[config.mk]
export PLATFORM = sky130hd
export DESIGN_NAME = stopwatch_ctrl
export DESIGN_NICKNAME = d
export VERILOG_FILES = /design/src/rtl/stopwatch_ctrl.sv
export SDC_FILE = /design/constraint.sdc
export NUM_CORES = 1
export LEC_CHECK = 0
export ABC_CLOCK_PERIOD_IN_PS = 1800
export BUFFER_PORTS_ARGS = -buffer_cell sky130_fd_sc_hd__buf_2
export CAP_MARGIN = 10
export CORE_MARGIN = 8
export CORE_UTILIZATION = 55
export DETAILED_ROUTE_END_ITERATION = 10
export PLACE_DENSITY_LB_ADDON = 0.3
export SYNTH_ARGS = -nofsm -noshare
export SYNTH_HDL_FRONTEND = slang
export SYNTH_SLANG_ARGS = --single-unit
[constraint.sdc]
create_clock -name clk -period 1.8 [get_ports clk]
set_input_delay 0.36 -clock clk [delete_from_list [all_inputs] [get_ports clk]]
set_output_delay 0.36 -clock clk [all_outputs]
set_load 0.01 [all_outputs]
[src/rtl/stopwatch_ctrl.sv]
// Stopwatch run/lap/clear sequencer: button conditioning, mode FSM,
// count-enable prescaler and clear/freeze generation.
module stopwatch_ctrl #(
    parameter int DEBOUNCE_CYCLES = 20,
    parameter int TICK_DIV        = 10,
    parameter int LONG_PRESS      = 1000
) (
    input  logic       clk,
    input  logic       rst,
    input  logic       btn_start,
    input  logic       btn_lap,
    output logic       tick,
    output logic       clr,
    output logic       disp_freeze,
    output logic       running,
    output logic [1:0] state
);

    localparam int DW = $clog2(DEBOUNCE_CYCLES + 1);
    localparam int TW = $clog2(TICK_DIV);
    localparam int HW = $clog2(LONG_PRESS + 1);

    localparam logic [DW-1:0] DMAX  = DW'(DEBOUNCE_CYCLES);
    localparam logic [TW-1:0] TMAX  = TW'(TICK_DIV - 1);
    localparam logic [HW-1:0] HMAX  = HW'(LONG_PRESS);
    localparam logic [HW-1:0] HTRIG = HW'(LONG_PRESS - 1);

    typedef enum logic [1:0] {
        IDLE  = 2'd0,
        RUN   = 2'd1,
        PAUSE = 2'd2,
        LAP   = 2'd3
    } state_t;

    // bit 0 = start button, bit 1 = lap button
    logic [1:0]         sync1;
    logic [1:0]         sync2;
    logic [1:0]         deb;
    logic [1:0]         deb_q;
    logic [1:0][DW-1:0] dcnt;
    logic [HW-1:0]      hold;
    logic [TW-1:0]      pre;

    state_t state_q;
    state_t state_nx;
    logic   clr_nx;
    logic   start_evt;
    logic   lap_evt;
    logic   long_evt;
    logic   run_now;
    logic   run_nx;

    assign start_evt = deb[0] & ~deb_q[0];
    assign lap_evt   = deb[1] & ~deb_q[1];
    assign long_evt  = deb[0] && (hold == HTRIG);

    assign run_now = (state_q == RUN) || (state_q == LAP);
    assign run_nx  = (state_nx == RUN) || (state_nx == LAP);

    assign state = state_q;

    // Two-flop synchronizer for the raw buttons
    always_ff @(posedge clk or posedge rst) begin
        if (rst) begin
            sync1 <= '0;
            sync2 <= '0;
        end else begin
            sync1 <= {btn_lap, btn_start};
            sync2 <= sync1;
        end
    end

    // Debounce: accept a new level after DEBOUNCE_CYCLES disagreeing samples
    always_ff @(posedge clk or posedge rst) begin
        if (rst) begin
            deb   <= '0;
            deb_q <= '0;
            dcnt  <= '0;
        end else begin
            deb_q <= deb;
            for (int i = 0; i < 2; i++) begin
                if (sync2[i] == deb[i]) begin
                    dcnt[i] <= '0;
                end else if (dcnt[i] == DMAX) begin
                    deb[i]  <= sync2[i];
                    dcnt[i] <= '0;
                end else begin
                    dcnt[i] <= dcnt[i] + 1'b1;
                end
            end
        end
    end

    // Hold counter for the long-press clear, saturating so it fires once
    always_ff @(posedge clk or posedge rst) begin
        if (rst) begin
            hold <= '0;
        end else if (!deb[0]) begin
            hold <= '0;
        end else if (hold != HMAX) begin
            hold <= hold + 1'b1;
        end
    end

    // Next-state logic: long press beats start, start beats lap
    always_comb begin
        state_nx = state_q;
        clr_nx   = 1'b0;
        if (long_evt) begin
            state_nx = IDLE;
            clr_nx   = 1'b1;
        end else if (start_evt) begin
            state_nx = run_now ? PAUSE : RUN;
        end else if (lap_evt) begin
            case (state_q)
                RUN:     state_nx = LAP;
                LAP:     state_nx = RUN;
                PAUSE: begin
                    state_nx = IDLE;
                    clr_nx   = 1'b1;
                end
                default: state_nx = state_q;
            endcase
        end
    end

    // State register and registered mode outputs
    always_ff @(posedge clk or posedge rst) begin
        if (rst) begin
            state_q     <= IDLE;
            running     <= 1'b0;
            disp_freeze <= 1'b0;
            clr         <= 1'b0;
        end else begin
            state_q     <= state_nx;
            running     <= run_nx;
            disp_freeze <= (state_nx == LAP);
            clr         <= clr_nx;
        end
    end

    // Prescaler: advances only across cycles that stay counting,
    // holds through PAUSE and is zeroed on entry to IDLE
    always_ff @(posedge clk or posedge rst) begin
        if (rst) begin
            pre  <= '0;
            tick <= 1'b0;
        end else begin
            tick <= 1'b0;
            if ((state_nx == IDLE) || clr_nx) begin
                pre <= '0;
            end else if (run_now && run_nx) begin
                if (pre == TMAX) begin
                    pre  <= '0;
                    tick <= 1'b1;
                end else begin
                    pre <= pre + 1'b1;
                end
            end
        end
    end

endmodule

==> metrics.md <==
| Metric | Value |
|---|---|
| Status | `finished clean` |
| Critical Path Source Type | `register` |
| Critical Path End | `pre[1]` |
| Arr. time, crit path | `about 1.8 ns` |
| Vias in the first global route | `1208` |
| GRT Residual Overflow | `0` |
| Chip height | `around 72 um` |
| Hold WC Path Type | `in -> async` |
| IO Pins | `10` |
| Wirelength per Cell | `13.19 um` |
| Area of the mapped netlist | `0.001754 sq mm` |
| Top Metal Used | `met4` |
| Tcrit/Tclk final | `85.69%` |
| RSZ-0062 raised after global routing | `no` |
| Met2 routed WL | `1424 um` |
| Critical Path RT | `2.04 ns` |
| WS Path Type | `reg -> reg` |
| Final Power | `1.509 mW` |
| Antenna Cells | `0` |
| Worst-path clk slew | `0.12 ns` |
| Clock buffer depth | `2` |
| Worst-margin pin slew | `~0.45 ns` |
| Clk Latency, worst-skew pair | `roughly 0.34 ns` |
| Worst-path maximum fanout | `8` |
| Finished Layout Cells | `221` |
| Metal1 wirelength | `1311 um` |
| Mapped Nets | `175` |
| Worst path top cell family by delay | `simple AND/OR/NAND/NOR gates` |
| Seq cells post-synth | `37` |
| Initial core utilization | `57.46%` |
| Peak VDD IR | `548.8 uV` |
| Skew final | `0.01520 ns` |
| H-Tree Depth | `2` |
| # hold bufs at CTS | `0` |
| Initial antenna violation count | `0` |
| Clock root cell | `clkbuf_4` |
| Hold Fails Final Rpt | `0` |
| Critical path startpoint | `hold[1]` |
| Via density per instance | `5.244` |
| Core area | `0.003053 sq mm` |
| Area of the die | `~0.0053 sq mm` |
| DRC | `0` |
| Register area share after synthesis | `a little over half` |
| Reg2reg end | `pre[1]` |
| DRT Pass-1 Iters | `4` |
| Die extent in x | `72.48 um` |
| Resized cells post-CTS | `0` |
| Avg Cell Area, Syn | `between 10 and 15 sq um` |
| Crit. End Element | `register` |
| Commonest non-fill, non-tap cell in the layout | `dfrtp_1` |
| Setup ws final | `0.2575 ns` |
| Setup Buffers After CTS | `0` |
| PwrDens | `782.3 mW/mm^2` |
| Place WS | `approximately 0.26 ns` |
| Fmax | `approximately 0.65 GHz` |
| Layout area overhead | `9.986%` |
| Gr usage total | `about an eighth` |
| Routed via count | `1159` |
| RR Startpoint | `hold[1]` |
| Buf/Inv on CP | `0` |
| Synth top area share | `52.78%` |
| NumNets Final | `188` |
| Final setup fails | `0` |
| TritonCTS sink count | `37` |
| Distinct cells, synth | `41` |
| Max Cap Violations | `0` |
| Crit-path cells | `ha_1 -> nand4b_1 -> or3_1 -> nand4_1 -> o31ai_1` |
| Final wirelength | `2916 um` |
| R2R depth | `5` |
| Register-to-register setup slack | `0.26 ns` |
| Finished Core Util | `63.20%` |
| Share of layout cells above drive strength 1 | `15.25%` |
| 1st-iter DRT viols | `75` |
| GPL Wtd Cong | `0.8041` |
| Max-slew violations | `0` |
| CTS tree | `built` |
| Slowest cell on crit path | `or3_1` |
| Setup_tns | `0 ns` |
| First-pass GRT wire length | `between 5000 and 6000 um` |
| Post-DRT Antenna Nets | `0` |
| Placed insts | `213` |
| Largest net degree at the start of global routing | `38` |
| FP Rows | `20` |
| P_leak | `approximately 0.9 nW` |
| Worst path depth | `5` |
| WL met3 | `128 um` |
| Synth top area cells | `dfrtp_1 (53%), ha_1 (5.7%), nor2_1 (4.1%), xor2_1 (4.0%), xnor2_1 (3.5%)` |
| Yosys warns | `0` |
| Synth Instances | `163` |
| Leading area contributor after synthesis | `dfrtp_1` |
| Final min period | `1.542 ns` |
| Num CTS Buffers | `5` |
| CP max stage delay | `0.45 ns` |
| I/O Buffers | `9` |
| Slew HR | `a little over two thirds` |
| Commonest non-fill, non-tap cells in the layout | `dfrtp_1 (37), nor2_1 (19), nand2_1 (11)` |
| Final HPWL DP | `2117 um` |
## power breakdown
group	leakage (nW)	internal [mW]	switching, mW	total, mW
logic	0.362	0.0184	0.0315	0.0499
registers	0.503	0.846	0.0138	0.860
clock network	0.0445	0.330	0.269	0.599
total	0.909	1.19	0.315	1.51
## layer usage
| layer | track usage (%) | up-vias |
|---|---|---|
| met1 | 13.54 | 561 |
| li1 | - | 576 |
| met2 | 20.56 | 17 |
| met4 | 6.667 | 0 |
| met3 | 4.821 | 5 |
| met5 | 0 | - |
## cell usage after synthesis (all sizes together)
library cell and n:
a21oi 4, o41ai 1, or2 1, nand3b 1, buf 3, clkinv 1, nand3 10, xnor2 7
mux2 2, or3 3, and2 2, nor2b 2, clkbuf 1, xor2 8, and3 3, o31ai 2
nor2 19, nand2 12, o21ai 4, or3b 1, o21a 1, inv 9, nor4 1, nand4 3
ha 8, nand4b 3, nand2b 4, nor3 3, a221o 1, a21boi 1, nor3b 1, mux2i 2
dfrtp 37, o211ai 1, a211o 1
## worst min path at each step
stage,start,endpoint
2_1_floorplan,sync1[0],sync2[0]
3_3_place_gp,sync1[1],sync2[1]
3_5_place_dp,sync1[1],sync2[1]
4_1_cts,rst,dcnt[6]
5_1_grt,btn_lap,sync1[1]
6_report,rst,state[1]
## flip-flops by register name (all words and copies together) (netlist names)
register     count
dcnt            10
state            1
tick             1
hold            10
clr              1
pre              4
sync2            2
deb_q            2
sync1            2
disp_freeze      1
deb              2
running          1
## area by class of cell
class,count,area [sq um]
Fill cell,264,1124
Multi-Input combinational cell,112,769.5
Sequential cell,37,925.9
Timing Repair Buffer,10,52.55
Inverter,10,37.54
Clock inverter,2,37.54
Clock buffer,6,51.30
Tap cell,44,55.05
## worst register-to-register path, delay by kind of cell (launching register included)
family                   cells  cell delay (ns)
AND/OR/NAND/NOR              3             0.70
adder cells (fa/ha/maj)      1             0.25
flip-flops                   1             0.42
AO/OA/AOI/OAI                1             0.09
## logic make-up (layout without fill, tap and decap cells)
family,after synthesis,count (layout),share of synthesized area [%]
multiplexers,4,4,2.425
flip-flops,37,37,52.78
buffers and inverters,14,28,3.352
XOR/XNOR,15,15,7.490
AND/OR/NAND/NOR,69,69,22.26
AO/OA/AOI/OAI,16,16,5.991
adder cells (fa/ha/maj),8,8,5.706
## metrics by stage
stage | area (sq um) | hold slack (ns)
after floorplan | 1754 | 0.3312
after global placement | 1841 | 0.3335
after detailed placement | 1841 | 0.3364
after CTS | 1929 | 0.1045
after global routing | 1929 | 0.08525
final | 1929 | 0.09634
(Power assumes the default switching activity.)
